===== src/rtl/serial_subtractor.sv =====
// ---------------------------------------------------------------------------
// serial_subtractor
//   Bit-serial unsigned subtractor. An accepted START captures A and B, then
//   one bit-step per clock (LSB first) ripples the borrow through a single
//   flop. After WIDTH steps the result and final borrow are loaded into the
//   output registers and DONE pulses for one cycle.
//
// Ports
//   CLK     in   clock, all state changes on rising edge
//   RST     in   synchronous active-high reset (priority over START)
//   START   in   request; only sampled in IDLE
//   A, B    in   WIDTH-bit unsigned minuend / subtrahend, captured on accept
//   BUSY    out  high while bit-steps are in progress (SHIFT)
//   DONE    out  one-cycle pulse when DIFF/BORROW are newly valid (FINISH)
//   DIFF    out  registered (A - B) mod 2^WIDTH
//   BORROW  out  registered final borrow, 1 iff A < B
// ---------------------------------------------------------------------------
module serial_subtractor #(
    parameter int WIDTH = 8
) (
    input  logic             CLK,
    input  logic             RST,
    input  logic             START,
    input  logic [WIDTH-1:0] A,
    input  logic [WIDTH-1:0] B,
    output logic             BUSY,
    output logic             DONE,
    output logic [WIDTH-1:0] DIFF,
    output logic             BORROW
);

    typedef enum logic [1:0] {
        IDLE   = 2'd0,
        SHIFT  = 2'd1,
        FINISH = 2'd2
    } state_t;

    localparam int             CW   = (WIDTH > 1) ? $clog2(WIDTH) : 1;
    localparam logic [CW-1:0]  LAST = CW'(WIDTH - 1);

    state_t           state_q, state_d;
    logic [WIDTH-1:0] a_q, a_d;
    logic [WIDTH-1:0] b_q, b_d;
    logic [WIDTH-1:0] res_q, res_d;
    logic [CW-1:0]    cnt_q, cnt_d;
    logic             bin_q, bin_d;
    logic [WIDTH-1:0] diff_q, diff_d;
    logic             borrow_q, borrow_d;
    logic             busy_q, busy_d;
    logic             done_q, done_d;

    // One full-subtractor bit-step on the current LSBs.
    logic             step_d;
    logic             step_bout;
    logic [WIDTH-1:0] res_shifted;

    always_comb begin
        step_d      = a_q[0] ^ b_q[0] ^ bin_q;
        step_bout   = (~a_q[0] & b_q[0]) | (~(a_q[0] ^ b_q[0]) & bin_q);
        // New difference bit enters at the MSB; after WIDTH steps the first
        // (LSB) bit has reached position 0.
        res_shifted = {step_d, res_q[WIDTH-1:1]};
    end

    always_comb begin
        state_d  = state_q;
        a_d      = a_q;
        b_d      = b_q;
        res_d    = res_q;
        cnt_d    = cnt_q;
        bin_d    = bin_q;
        diff_d   = diff_q;
        borrow_d = borrow_q;
        busy_d   = busy_q;
        done_d   = done_q;

        case (state_q)
            IDLE: begin
                busy_d = 1'b0;
                done_d = 1'b0;
                if (START) begin
                    a_d     = A;
                    b_d     = B;
                    res_d   = '0;
                    cnt_d   = '0;
                    bin_d   = 1'b0;
                    busy_d  = 1'b1;
                    state_d = SHIFT;
                end
            end
            SHIFT: begin
                a_d   = {1'b0, a_q[WIDTH-1:1]};
                b_d   = {1'b0, b_q[WIDTH-1:1]};
                res_d = res_shifted;
                bin_d = step_bout;
                cnt_d = cnt_q + CW'(1);
                if (cnt_q == LAST) begin
                    // Final step: publish result on the same edge.
                    diff_d   = res_shifted;
                    borrow_d = step_bout;
                    busy_d   = 1'b0;
                    done_d   = 1'b1;
                    cnt_d    = '0;
                    state_d  = FINISH;
                end
            end
            FINISH: begin
                done_d  = 1'b0;
                state_d = IDLE;
            end
            default: begin
                busy_d  = 1'b0;
                done_d  = 1'b0;
                state_d = IDLE;
            end
        endcase
    end

    always_ff @(posedge CLK) begin
        if (RST) begin
            state_q  <= IDLE;
            a_q      <= '0;
            b_q      <= '0;
            res_q    <= '0;
            cnt_q    <= '0;
            bin_q    <= 1'b0;
            diff_q   <= '0;
            borrow_q <= 1'b0;
            busy_q   <= 1'b0;
            done_q   <= 1'b0;
        end else begin
            state_q  <= state_d;
            a_q      <= a_d;
            b_q      <= b_d;
            res_q    <= res_d;
            cnt_q    <= cnt_d;
            bin_q    <= bin_d;
            diff_q   <= diff_d;
            borrow_q <= borrow_d;
            busy_q   <= busy_d;
            done_q   <= done_d;
        end
    end

    assign BUSY   = busy_q;
    assign DONE   = done_q;
    assign DIFF   = diff_q;
    assign BORROW = borrow_q;

endmodule


===== config.mk =====
export PLATFORM = sky130hd
export DESIGN_NAME = serial_subtractor
export DESIGN_NICKNAME = d
export VERILOG_FILES = /design/src/rtl/serial_subtractor.sv
export SDC_FILE = /design/constraint.sdc
export NUM_CORES = 1
export LEC_CHECK = 0
export ABC_CLOCK_PERIOD_IN_PS = 1600
export CAP_MARGIN = 20
export CORE_MARGIN = 3
export CORE_UTILIZATION = 51
export CTS_BUF_LIST = sky130_fd_sc_hd__clkbuf_8 sky130_fd_sc_hd__clkbuf_16
export DETAILED_ROUTE_END_ITERATION = 8
export PLACE_DENSITY = 0.78
export SETUP_SLACK_MARGIN = 0.2
export SYNTH_ARGS = -nofsm -noshare
export SYNTH_HDL_FRONTEND = slang
export SYNTH_SLANG_ARGS = --single-unit

===== constraint.sdc =====
create_clock -name CLK -period 1.6 [get_ports CLK]
set_input_delay 0.32 -clock CLK [delete_from_list [all_inputs] [get_ports CLK]]
set_output_delay 0.32 -clock CLK [all_outputs]
set_load 0.005 [all_outputs]

Word level (Yosys, flattened, before mapping)
Index checks and enable logic that the tools add are counted. W data, S select, Z words.

Register bits after elaboration: 41. Bits of input ports: 19. Logic and storage cells: 49.

Add/sub/neg operators: 1. Eq/ne operators: 5. Muxes and demuxes: 17. Bitwise logic cells: 9. Reduce and logical (&&, ||, !) cells: 7.

Operator list (count): $pmux W8 S2 (3); $mux W8 (3); $reduce_and A2 Y1 (4); $mux W3 (2); $pmux W3 S2 (1); $mux W2 (2); $ne A2 B2 Y1 const B (2); $not A1 Y1 (4); $pmux W2 S2 (1); $add A3 B1 Y3 const B (1); $eq A3 B3 Y1 const B (1); $mux W1 (3); $pmux W1 S3 (1); $and A1 B1 Y1 (2); $eq A2 B1 Y1 const B (1); $eq A2 B2 Y1 const B (1); $logic_not A2 Y1 (1); $pmux W1 S2 (1); $reduce_bool A2 Y1 (1); $reduce_or A2 Y1 (1); $xor A1 B1 Y1 (2); $or A1 B1 Y1 (1).

Longest topological paths before layout
Depth after elaboration: 5. Mapped depth: 6. Gate-level depth less buffers: 5.

Worst setup path before layout
OpenSTA, ideal clock, no wires.

Path type: register to register. From: register cnt_q[0]. To: register borrow_q (netlist: BORROW). Library setup time: 0.086 ns. Arrival: 1.209 ns. Path slack: 0.304 ns. Stages on the path, launching flop included: 6. Buffers on the path: 1. Path through: dfxtp_1 ha_1 ha_1 and3b_1 buf_2 a211oi_1.

Longest elaborated chain between the ends: 2.

Ends and longest elaborated chain: start: declaration (line 45) `logic [CW-1:0] cnt_q, cnt_d;`; start signal: assignment (line 136) `cnt_q <= cnt_d;`; $eq A3 B3 Y1 (line 97) `if (cnt_q == LAST) begin`; $reduce_and A2 Y1 (no source line); end signal: assignment (line 139) `borrow_q <= borrow_d;`; end: declaration (line 48) `logic borrow_q, borrow_d;`.

No other way between the ends. A chain may end at the register's enable or synchronous reset.

Worst setup path in the final report
From: input port START. To: register cnt_q[1].

Longest elaborated chain between the ends: 2.

Ends and longest elaborated chain: start: declaration (line 23) `input logic START,`; $ne A2 B2 Y1 (no source line); $reduce_and A2 Y1 (no source line).

No other way between the ends.

==> reports/metrics.yaml <==
detailed_routing:
  drtIter0Drc: 39
  final_antenna_net_count: 0
  drcViolationCount: 0
  post_drt_wl_per_cell_um: 14.16
  vias: 1330
  firstDrtPassIters: 4
  routed_via_density: 5.363
  wl_um: 3511
hold_path:
  min-delay-start: "res_q[4]$_SDFFE_PP0P_"
  hp-class: "flop to flop"
synth:
  ys_ff_latch: 40
  syn_area_per_cell_sq_um: 10.24
  synth_xor_area_share_pct: 0
  netlist_area_sq_um: 1710
  synth_cells: 167
  synthMuxAreaShare_pct: 9.364
  ys_seq_area_share_pct: 46.82
  ys_warn_count: 0
  yosys.area_share.simple_pct: 12.36
  synth_area_leaders: "dfxtp_1, mux2i_1, a211oi_2, nand2_1, nor2_1"
  synth_compound_area_share_pct: 21.21
  yosys.cell_types.count: 31
  synthAdderAreaFrac_pct: 3.365
  netlist.area_leader.share_pct: 46.82
  synth_top_family_by_area: "compound AO/OA/AOI/OAI gates"
  syn-num-nets: 190
  synth_area_leader_cell: "dfxtp_1"
clock_network:
  root_buffer: "clkbuf_8"
  cts_tree: "built"
  insertion_delay_ns: 0.29
  numCtsBuffers: 5
  clk_path_buf_depth: 2
  cts.clk_slew.worst_paths_ns: 0.07
  clock-sinks: 40
  h-tree-depth: 2
  cts_hold_buf: 0
timing:
  worst_slack_ns: 0.2570
  finalCriticalPeriod_ns: 1.343
  finalHoldWorstSlack_ns: 0.4564
  finalCritPeriodShare_pct: 83.94
  max_freq_mhz: 744.6
  skew_ns: 0.003838
  drv_slew: 0
  timing_worst_slew_pin_value_ns: 0.3794
  max_slew_margin_pct: 74.67
  rsz0062_at_grt: "yes"
  setup_viol: 0
  hold_viol_final: 0
job:
  maxCapViolCount: 0
power:
  total_power_mw: 1.985
  total_leakage_power_nw: 0.8612
  cellPowerDensity_nw_per_um2: 912.8
  peakVddDrop_mv: 0.8024
layout:
  mostFrequentLayoutCell: "dfxtp_1"
  area_growth_pct: 27.14
  n_antenna_cell: 0
  drive_above_1_share_pct: 20.10
  utilization_pct: 69.52
  finalInstanceArea_sq_um: 2175
  final_cell_mix: "dfxtp_1, nand2_1, nor2_1, clkdlybuf4s50_1, mux2i_1"
  nFillCells: 239
  nets: 226
global_route:
  grt_overflow: 0
  grt_max_degree: 20
  antenna_found_initial: 0
  grt_pass1_vias: 1314
  grtUsageTotal_pct: 18.49
  grt_pass1_wl_um: 5940
critical_path:
  cp.arrival_ns: 1.52
  critPathLaunch: "START"
  endpoint_kind: "flop"
  start_kind: "input port"
  critPathKind: "input port to flop"
  r2r_start: "cnt_q[0]$_SDFFE_PP0P_"
  cp_max_fo: 6
  critPathRequiredTime_ns: 1.78
place:
  gp_congestion: 0.8108
  placed_area_sq_um: 2048
  place_ws_ns: -0.04968
  io_buffers: 29
  post-dp-hpwl_um: 2476
floorplanning:
  core_area_sq_um: 3128
  die_x_um: 63.91
  ios: 30
  die_area_sq_um: 4084
  rows: 20
  initial_core_util_pct: 54.68
  die_h_um: 63.91
outcome:
  outcome: "finished, final reports clean"
worst paths after layout:
| check | to | slack (ns) | depth (start not counted) |
|---|---|---|---|
| setup / recovery | cnt_q[1]$_SDFFE_PP0P_ | 0.26 | 4 |
| setup reg to reg | BORROW$_SDFFE_PP0P_ | 0.29 | 5 |
| hold reg to reg | DIFF[3]$_SDFFE_PP0P_ | 0.46 | 2 |
| hold / removal | DIFF[3]$_SDFFE_PP0P_ | 0.46 | 2 |
layer usage:
layer / GRT usage (%) / share of wire, % / up-vias
li1: - / - / 663
met2: 30.71 / 49 / 26
met3: 5.975 / 4.5 / 5
met5: 0 / 0 / -
met1: 22.30 / 45 / 636
met4: 6.469 / 1.4 / 0
through the flow:
stage	std cells	TNS, ns
after floorplan	167	0
after global placement	238	0
after detailed placement	238	-0.2604
after CTS	246	0
after global routing	248	0
final	248	0
power by group:
| group | internal [mW] | switching (mW) |
|---|---|---|
| clock network | 0.338 | 0.317 |
| logic | 0.138 | 0.123 |
| registers | 1.04 | 0.0290 |
| total | 1.52 | 0.469 |
final cells by class:
cell class / count / area [sq um] / area share [%]
multi-input cells: 110 / 828.3 / 38.09
flip-flops and latches: 40 / 807.0 / 37.11
repair buffers: 40 / 371.6 / 17.09
clock buffers: 6 / 82.58 / 3.797
well taps: 44 / 55.05 / 2.532
inverters: 6 / 22.52 / 1.036
clock inverters: 2 / 7.507 / 0.3452
repair_timing:
| item | CTS | global route |
|---|---|---|
| setup endpoints to repair | 20 | 20 |
| resized for setup | 16 | 7 |
| gates cloned | 0 | 1 |
| endpoints found under the hold margin | 0 | 0 |
| setup buffers | 0 | 1 |
kinds of logic after synthesis:
family | count (synthesis)
flops | 40
mux | 16
buf+inv | 18
compound gates | 41
fa+ha+maj | 4
simple gates | 48
flip-flops by register name, indices dropped and copies added (netlist names):
name and flops:
res_q 7, cnt_q 3, DIFF 8, a_q 8, bin_q 1, state_q 2
BUSY 1, DONE 1, BORROW 1, b_q 8
critical path: stages:
cell and delay [ns]:
clkdlybuf4s50_1 0.54, nor2_1 0.08, or2_1 0.29, a32o_1 0.29
synth_stat cells, drive strengths merged:
library cell,instances
o22ai,3
mux2i,16
o32a,1
o21ai,2
nand2,19
inv,5
o32ai,1
dfxtp,40
nor2,19
nor3,2
nor2b,1
nand2b,1
clkbuf,1
and2,1
a21oi,10
o2bb2ai,1
nand3b,3
clkinv,1
fa,1
o21a,1
or2,1
ha,3
and3b,1
buf,11
a32o,6
a211oi,15
o21ba,1
(Power assumes the default switching activity.)
